--- src/rtl/mem_access_ctrl.sv ---
// SRAM access sequencer for the MAR/MDR interface: IDLE -> SETUP -> ACCESS (WAIT_CYC) -> HOLD.
// Strobes are decoded from the state and latched op; read data is captured on the last ACCESS edge.
module mem_access_ctrl #(
  parameter int N        = 16,
  parameter int WAIT_CYC = 2
) (
  input  logic         Clk,
  input  logic         Reset,
  input  logic         REQ,
  input  logic         WE,
  input  logic [N-1:0] ADDR,
  input  logic [N-1:0] WDATA,
  output logic [N-1:0] RDATA,
  output logic         DONE,
  output logic         BUSY,
  output logic [N-1:0] SRAM_ADDR,
  output logic [N-1:0] SRAM_DQ_OUT,
  output logic         SRAM_DQ_OE,
  input  logic [N-1:0] SRAM_DQ_IN,
  output logic         CE_N,
  output logic         OE_N,
  output logic         WE_N
);

  localparam int CW = $clog2(WAIT_CYC + 1);
  localparam logic [CW-1:0] CNT_LOAD = CW'(WAIT_CYC - 1);

  typedef enum logic [1:0] {
    S_IDLE,
    S_SETUP,
    S_ACCESS,
    S_HOLD
  } state_t;

  state_t         state_q, state_d;
  logic           op_q, op_d;
  logic [CW-1:0]  cnt_q, cnt_d;
  logic [N-1:0]   rdata_q, rdata_d;
  logic [N-1:0]   addr_q, addr_d;
  logic [N-1:0]   dqout_q, dqout_d;

  always_ff @(posedge Clk) begin
    if (Reset) begin
      state_q <= S_IDLE;
      op_q    <= 1'b0;
      cnt_q   <= '0;
      rdata_q <= '0;
      addr_q  <= '0;
      dqout_q <= '0;
    end else begin
      state_q <= state_d;
      op_q    <= op_d;
      cnt_q   <= cnt_d;
      rdata_q <= rdata_d;
      addr_q  <= addr_d;
      dqout_q <= dqout_d;
    end
  end

  always_comb begin
    state_d = state_q;
    op_d    = op_q;
    cnt_d   = cnt_q;
    rdata_d = rdata_q;
    addr_d  = addr_q;
    dqout_d = dqout_q;
    case (state_q)
      S_IDLE: begin
        if (REQ) begin
          addr_d  = ADDR;
          dqout_d = WDATA;
          op_d    = WE;
          state_d = S_SETUP;
        end
      end
      S_SETUP: begin
        cnt_d   = CNT_LOAD;
        state_d = S_ACCESS;
      end
      S_ACCESS: begin
        // The strobe has been low for WAIT_CYC cycles once the counter reaches zero.
        if (cnt_q == '0) begin
          if (!op_q) rdata_d = SRAM_DQ_IN;
          state_d = S_HOLD;
        end else begin
          cnt_d = cnt_q - CW'(1);
        end
      end
      S_HOLD:  state_d = S_IDLE;
      default: state_d = S_IDLE;
    endcase
  end

  // Write data stays driven through SETUP and HOLD so it brackets the WE_N pulse.
  assign CE_N        = (state_q == S_IDLE);
  assign OE_N        = !((state_q == S_ACCESS) && !op_q);
  assign WE_N        = !((state_q == S_ACCESS) && op_q);
  assign SRAM_DQ_OE  = (state_q != S_IDLE) && op_q;
  assign DONE        = (state_q == S_HOLD);
  assign BUSY        = (state_q != S_IDLE);
  assign RDATA       = rdata_q;
  assign SRAM_ADDR   = addr_q;
  assign SRAM_DQ_OUT = dqout_q;

endmodule

--- config.mk ---
export PLATFORM = sky130hd
export DESIGN_NAME = mem_access_ctrl
export DESIGN_NICKNAME = d
export VERILOG_FILES = /design/src/rtl/mem_access_ctrl.sv
export SDC_FILE = /design/constraint.sdc
export NUM_CORES = 1
export LEC_CHECK = 0
export ABC_AREA = 1
export BUFFER_PORTS_ARGS = -buffer_cell sky130_fd_sc_hd__buf_2
export CORE_MARGIN = 3
export CORE_UTILIZATION = 26
export CTS_BUF_LIST = sky130_fd_sc_hd__clkbuf_8 sky130_fd_sc_hd__clkbuf_16
export DETAILED_ROUTE_END_ITERATION = 10
export HOLD_SLACK_MARGIN = 0.08
export PLACE_DENSITY = 0.59
export REMOVE_ABC_BUFFERS = 1
export SLEW_MARGIN = 20
export SYNTH_ARGS = -nofsm -noshare
export SYNTH_HDL_FRONTEND = slang
export SYNTH_SLANG_ARGS = --single-unit
--- constraint.sdc ---
create_clock -name Clk -period 1.8 [get_ports Clk]
set_clock_uncertainty 0.05 [all_clocks]
set_input_delay 0.18 -clock Clk [delete_from_list [all_inputs] [get_ports Clk]]
set_output_delay 0.18 -clock Clk [all_outputs]
set_load 0.01 [all_outputs]
## Word level (Yosys, flattened, before mapping)

Index checks and enable logic that the tools add are counted.
Widths: inputs -> output; s select.

| operators by class | value |
|---|---|
| add/subtract/negate cells | 1 |
| reductions and logical operators | 14 |
| equal/unequal tests | 6 |
| multiplexer cells | 5 |
| bitwise operators | 1 |

Operators with widths:

| kind | count |
|---|---|
| $pmux 2 s4 | 1 |
| $mux 2 | 3 |
| $ne 2x2->1 const B | 3 |
| $reduce_and 2->1 | 3 |
| $eq 2x2->1 const B | 2 |
| $logic_not 2->1 | 2 |
| $pmux 2 s2 | 1 |
| $reduce_bool 2->1 | 2 |
| $logic_and 1x1->1 | 3 |
| $logic_not 1->1 | 3 |
| $reduce_and 3->1 | 1 |
| $eq 2x1->1 const B | 1 |
| $sub 2x1->2 const B | 1 |
| $not 1->1 | 1 |

| storage, ports and cells | value |
|---|---|
| output and inout bits | 54 |
| word-level logic and storage cells | 33 |
| flip-flop bits (word level) | 53 |
| input port bits | 52 |

## Logic depth before layout (Yosys ltp)

| logic depth | value |
|---|---|
| depth in word-level cells | 3 |
| depth in mapped cells | 7 |
| gate-level depth less buffers | 7 |

## Worst setup path before layout

Ideal clock, no wire load.

| path | value |
|---|---|
| path kind | register -> register |
| start | register state_q[1] |
| end | register dqout_q[0] (netlist: SRAM_DQ_OUT[0]) |
| stages on the path, launching flop included | 7 |
| required time | 1.685 ns |
| path slack | 0.513 ns |
| arrival time | 1.172 ns |
| path buffers | 1 |
| setup time | 0.065 ns |
| cells stage by stage | dfxtp_1 > inv_1 > ha_1 > nand2_2 > clkbuf_1 > o21ai_0 > nor2_1 |

| between the ends | value |
|---|---|
| longest elaborated chain between the ends | 2 |

Ends and longest elaborated chain:

| item | RTL line | RTL |
|---|---|---|
| start, declared | 35 | `state_t state_q, state_d;` |
| start signal, assigned | 51 | `state_q <= state_d;` |
| $logic_not 2->1 | 67 | `case (state_q)` |
| $reduce_and 2->1 (no source line) | n/a |  |
| end signal, assigned | 56 | `dqout_q <= dqout_d;` |
| end, declared | 40 | `logic [N-1:0] dqout_q, dqout_d;` |

No other way between the ends.
A chain may end at the register's enable or synchronous reset.

## Worst setup path in the final report

| path | value |
|---|---|
| start | register state_q[0] |
| end | output port WE_N |

| between the ends | value |
|---|---|
| longest elaborated chain between the ends | 3 |

Ends and longest elaborated chain:

| item | RTL line | RTL |
|---|---|---|
| $eq 2x2->1 | 97 | `assign WE_N = !((state_q == S_ACCESS) && op_q);` |
| $logic_and 1x1->1 | 97 |  |
| $logic_not 1->1 | 97 |  |
| end, declared | 22 | `output logic WE_N` |

No other way between the ends.

==> results_dict.tcl <==
set metrics [dict create \
    cp_data_required_time_ns 1.57 \
    async_reset_ff_frac 0 \
    cp-end-kind "primary output" \
    n_antenna_cell 0 \
    ir_drop_mv 0.664 \
    path_cells "inv_1, ha_1, nand2_1, buf_2" \
    synth_top_cell_area_share 0.502 \
    met2_length_mm 2.67 \
    drt_iter0_drc 46 \
    first_global_vias 2171 \
    dieWidth_um 96.2 \
    synth_area_leaders "dfxtp_1 (50%), nor2_1 (18%), nand2_1 (7.8%)" \
    crit_type "register to primary output" \
    nets 483 \
    hpwl_mm 3.66 \
    ys.flop_type "dfxtp_1" \
    synth_seq_cells 53 \
    ios 106 \
    seq_area_frac_synth 0.502 \
    synth_edf_count 0 \
    wl_mm 5.50 \
    synth_cell_types 15 \
    clock_path_buffers 2 \
    met3_length_um 352 \
    cp_slowest_cell "dfxtp_1" \
    die_h_um 96.2 \
    min_path_cells 3 \
    grt_util_all_layers 0.121 \
    clk_pin_slew_ns 0.09 \
    syn_avg_cell_area_sq_um 7.21 \
    htree_levels 2 \
    fin_crit_ns 1.58 \
    netlist_instances 293 \
    critPathMaxStageDelay_ns 0.34 \
    timing.hold.worst_endpoint "SRAM_DQ_OUT[14]$_SDFFE_PP0P_" \
    hold_path.class "input port to register" \
    overflow 0 \
    start_util 0.271 \
    core_area_sq_um 7810 \
    crit_family "flip-flops" \
    synth.most_common_cell "nor2_1" \
    area_growth_pct 47.4 \
    grt_max_degree 54 \
    finalHoldViolations 0 \
    crit_buf_inv 2 \
    worst-r2r-cell-count 5 \
    num_rows 32 \
    slew_viol_final 0 \
    p_per_area_nw_per_um2 1350 \
    startpoint_type "register" \
    met1_length_mm 2.42 \
    drv_cap 0 \
    dr.pass1.iters 4 \
    fmax_ghz 0.632 \
    worstMarginPinSlew_ns 0.544 \
    cts_buffers 5 \
    finalSetupTns_ns 0 \
    finalCritPeriodShare 0.878 \
    antenna_found_initial 0 \
    p_total_uw 4190 \
    synthTopCellsByCount "nor2_1 (103), dfxtp_1 (53), nand2_1 (44)" \
    post_drt_wl_per_cell_um 10.5 \
    dieArea_sq_um 9250 \
    final.fill_count 850 \
    grt_pass1_wl_mm 9.07 \
    min_from "WDATA[14]" \
    ant_nets 0 \
    p_leak_uw 0.00165 \
    gp_congestion 0.699 \
    multiInputGateArea_sq_um 868 \
    via_count 2149 \
    io_buffers 105 \
    synth_area_sq_um 2110 \
    cts_tree "done" \
    yosysTopAreaCell "dfxtp_1" \
    r2r_end "RDATA[11]$_SDFFE_PP0P_" \
    cts_sinks 53 \
    critPathArrivalTime_ns 1.35 \
    avgViaCountPerCell 4.09 \
    drive_above_1_share 0.274 \
    status "completed" \
    drc 0 \
    grt_setup_unrepaired "no" \
    regArea_sq_um 1060 \
    clockRootBuffer "clkbuf_8" \
    setup_viol 0 \
    post_cts_buffers 0 \
    relSlewSlack 0.637 \
    critPathMaxFanout 6 \
    ys_warn_count 0 \
    rr_startpoint "state_q[0]$_SDFFE_PP0P_" \
    clock_latency_ns 0.30 \
    maxUsedRoutingLayer "met4" \
    ff2ff_setup_slack_ns 0.25 \
]
## sequential cells by signal, indices dropped and copies added (netlist names)
name / flops
SRAM_DQ_OUT: 16
RDATA: 16
cnt_q: 2
op_q: 1
state_q: 2
SRAM_ADDR: 16
## metrics by stage
stage	instances	util	cell area, sq um	hold WS, ns	worst slack (ns)
global placement	488	0.348	2720	0.352	0.336
floorplan	279	-	2040	0.265	0.284
global route	526	0.399	3120	0.0921	0.0489
finish	526	0.399	3120	0.0884	0.219
CTS	526	0.399	3120	0.0805	0.190
detailed placement	488	0.348	2720	0.359	0.252
## cells by family (layout without fill, tap and decap cells)
| family | count (synthesis) | after routing | share of synthesized area |
|---|---|---|---|
| simple gates | 152 | 152 | 0.279 |
| flops | 53 | 53 | 0.502 |
| buf+inv | 43 | 174 | 0.0870 |
| fa+ha+maj | 7 | 7 | 0.0414 |
| compound gates | 38 | 38 | 0.0900 |
## layout by cell type, fill, tap and decap left out
master	Yosys	layout
ha_1	7	7
nand3_4	1	1
buf_2	6	105
nor2_1	103	103
dlygate4sd3_1	0	31
buf_4	0	1
nand2_2	1	1
o21ai_0	32	32
o21ai_1	3	3
inv_2	1	1
dfxtp_1	53	53
clkbuf_8	0	6
inv_1	28	29
nand3_1	3	3
a21oi_1	3	3
buf_12	0	1
nand2_1	44	44
## power breakdown
group,internal (uW),switching (uW),total [uW]
clock network,300,359,660
logic,722,1100,1820
registers,1530,180,1710
total,2560,1640,4190
## tightest hold or removal path, stage by stage
cell and delay [ns]:
buf_2 0.07, o21ai_0 0.07, nor2_1 0.08
## layout make-up
| class | instances | share of cell area |
|---|---|---|
| flip-flops and latches | 53 | 0.341 |
| repair buffers | 138 | 0.277 |
| multi-input cells | 197 | 0.279 |
| clock buffers | 6 | 0.0265 |
| inverters | 29 | 0.0349 |
| clock inverters | 1 | 0.00120 |
| well taps | 102 | 0.0410 |
## how the worst max path moves through the flow
stage / endpoint / cells past startpoint / from / slack (ns)
global route: RDATA[5]$_SDFFE_PP0P_ / 6 / state_q[0]$_SDFFE_PP0P_ / 0.05
global placement: SRAM_DQ_OUT[7]$_SDFFE_PP0P_ / 6 / state_q[0]$_SDFFE_PP0P_ / 0.34
CTS: WE_N / 4 / state_q[0]$_SDFFE_PP0P_ / 0.19
finish: WE_N / 4 / state_q[0]$_SDFFE_PP0P_ / 0.22
detailed placement: RDATA[13]$_SDFFE_PP0P_ / 5 / state_q[0]$_SDFFE_PP0P_ / 0.25
floorplan: SRAM_ADDR[15]$_SDFFE_PP0P_ / 6 / state_q[1]$_SDFFE_PP0P_ / 0.28
## repair_timing
item                                    4_1_cts  5_1_grt
endpoints found under the hold margin        31        0
hold buffers                                 31        0
endpoints found under the setup margin        0        0
gates resized for setup                       0        0
## per-layer routing
layer	vias to the layer above	GRT usage
met5	-	0
met4	0	0.0427
met3	7	0.0289
met2	56	0.225
met1	941	0.133
li1	1145	-
Power figures use the tool's default switching activity.
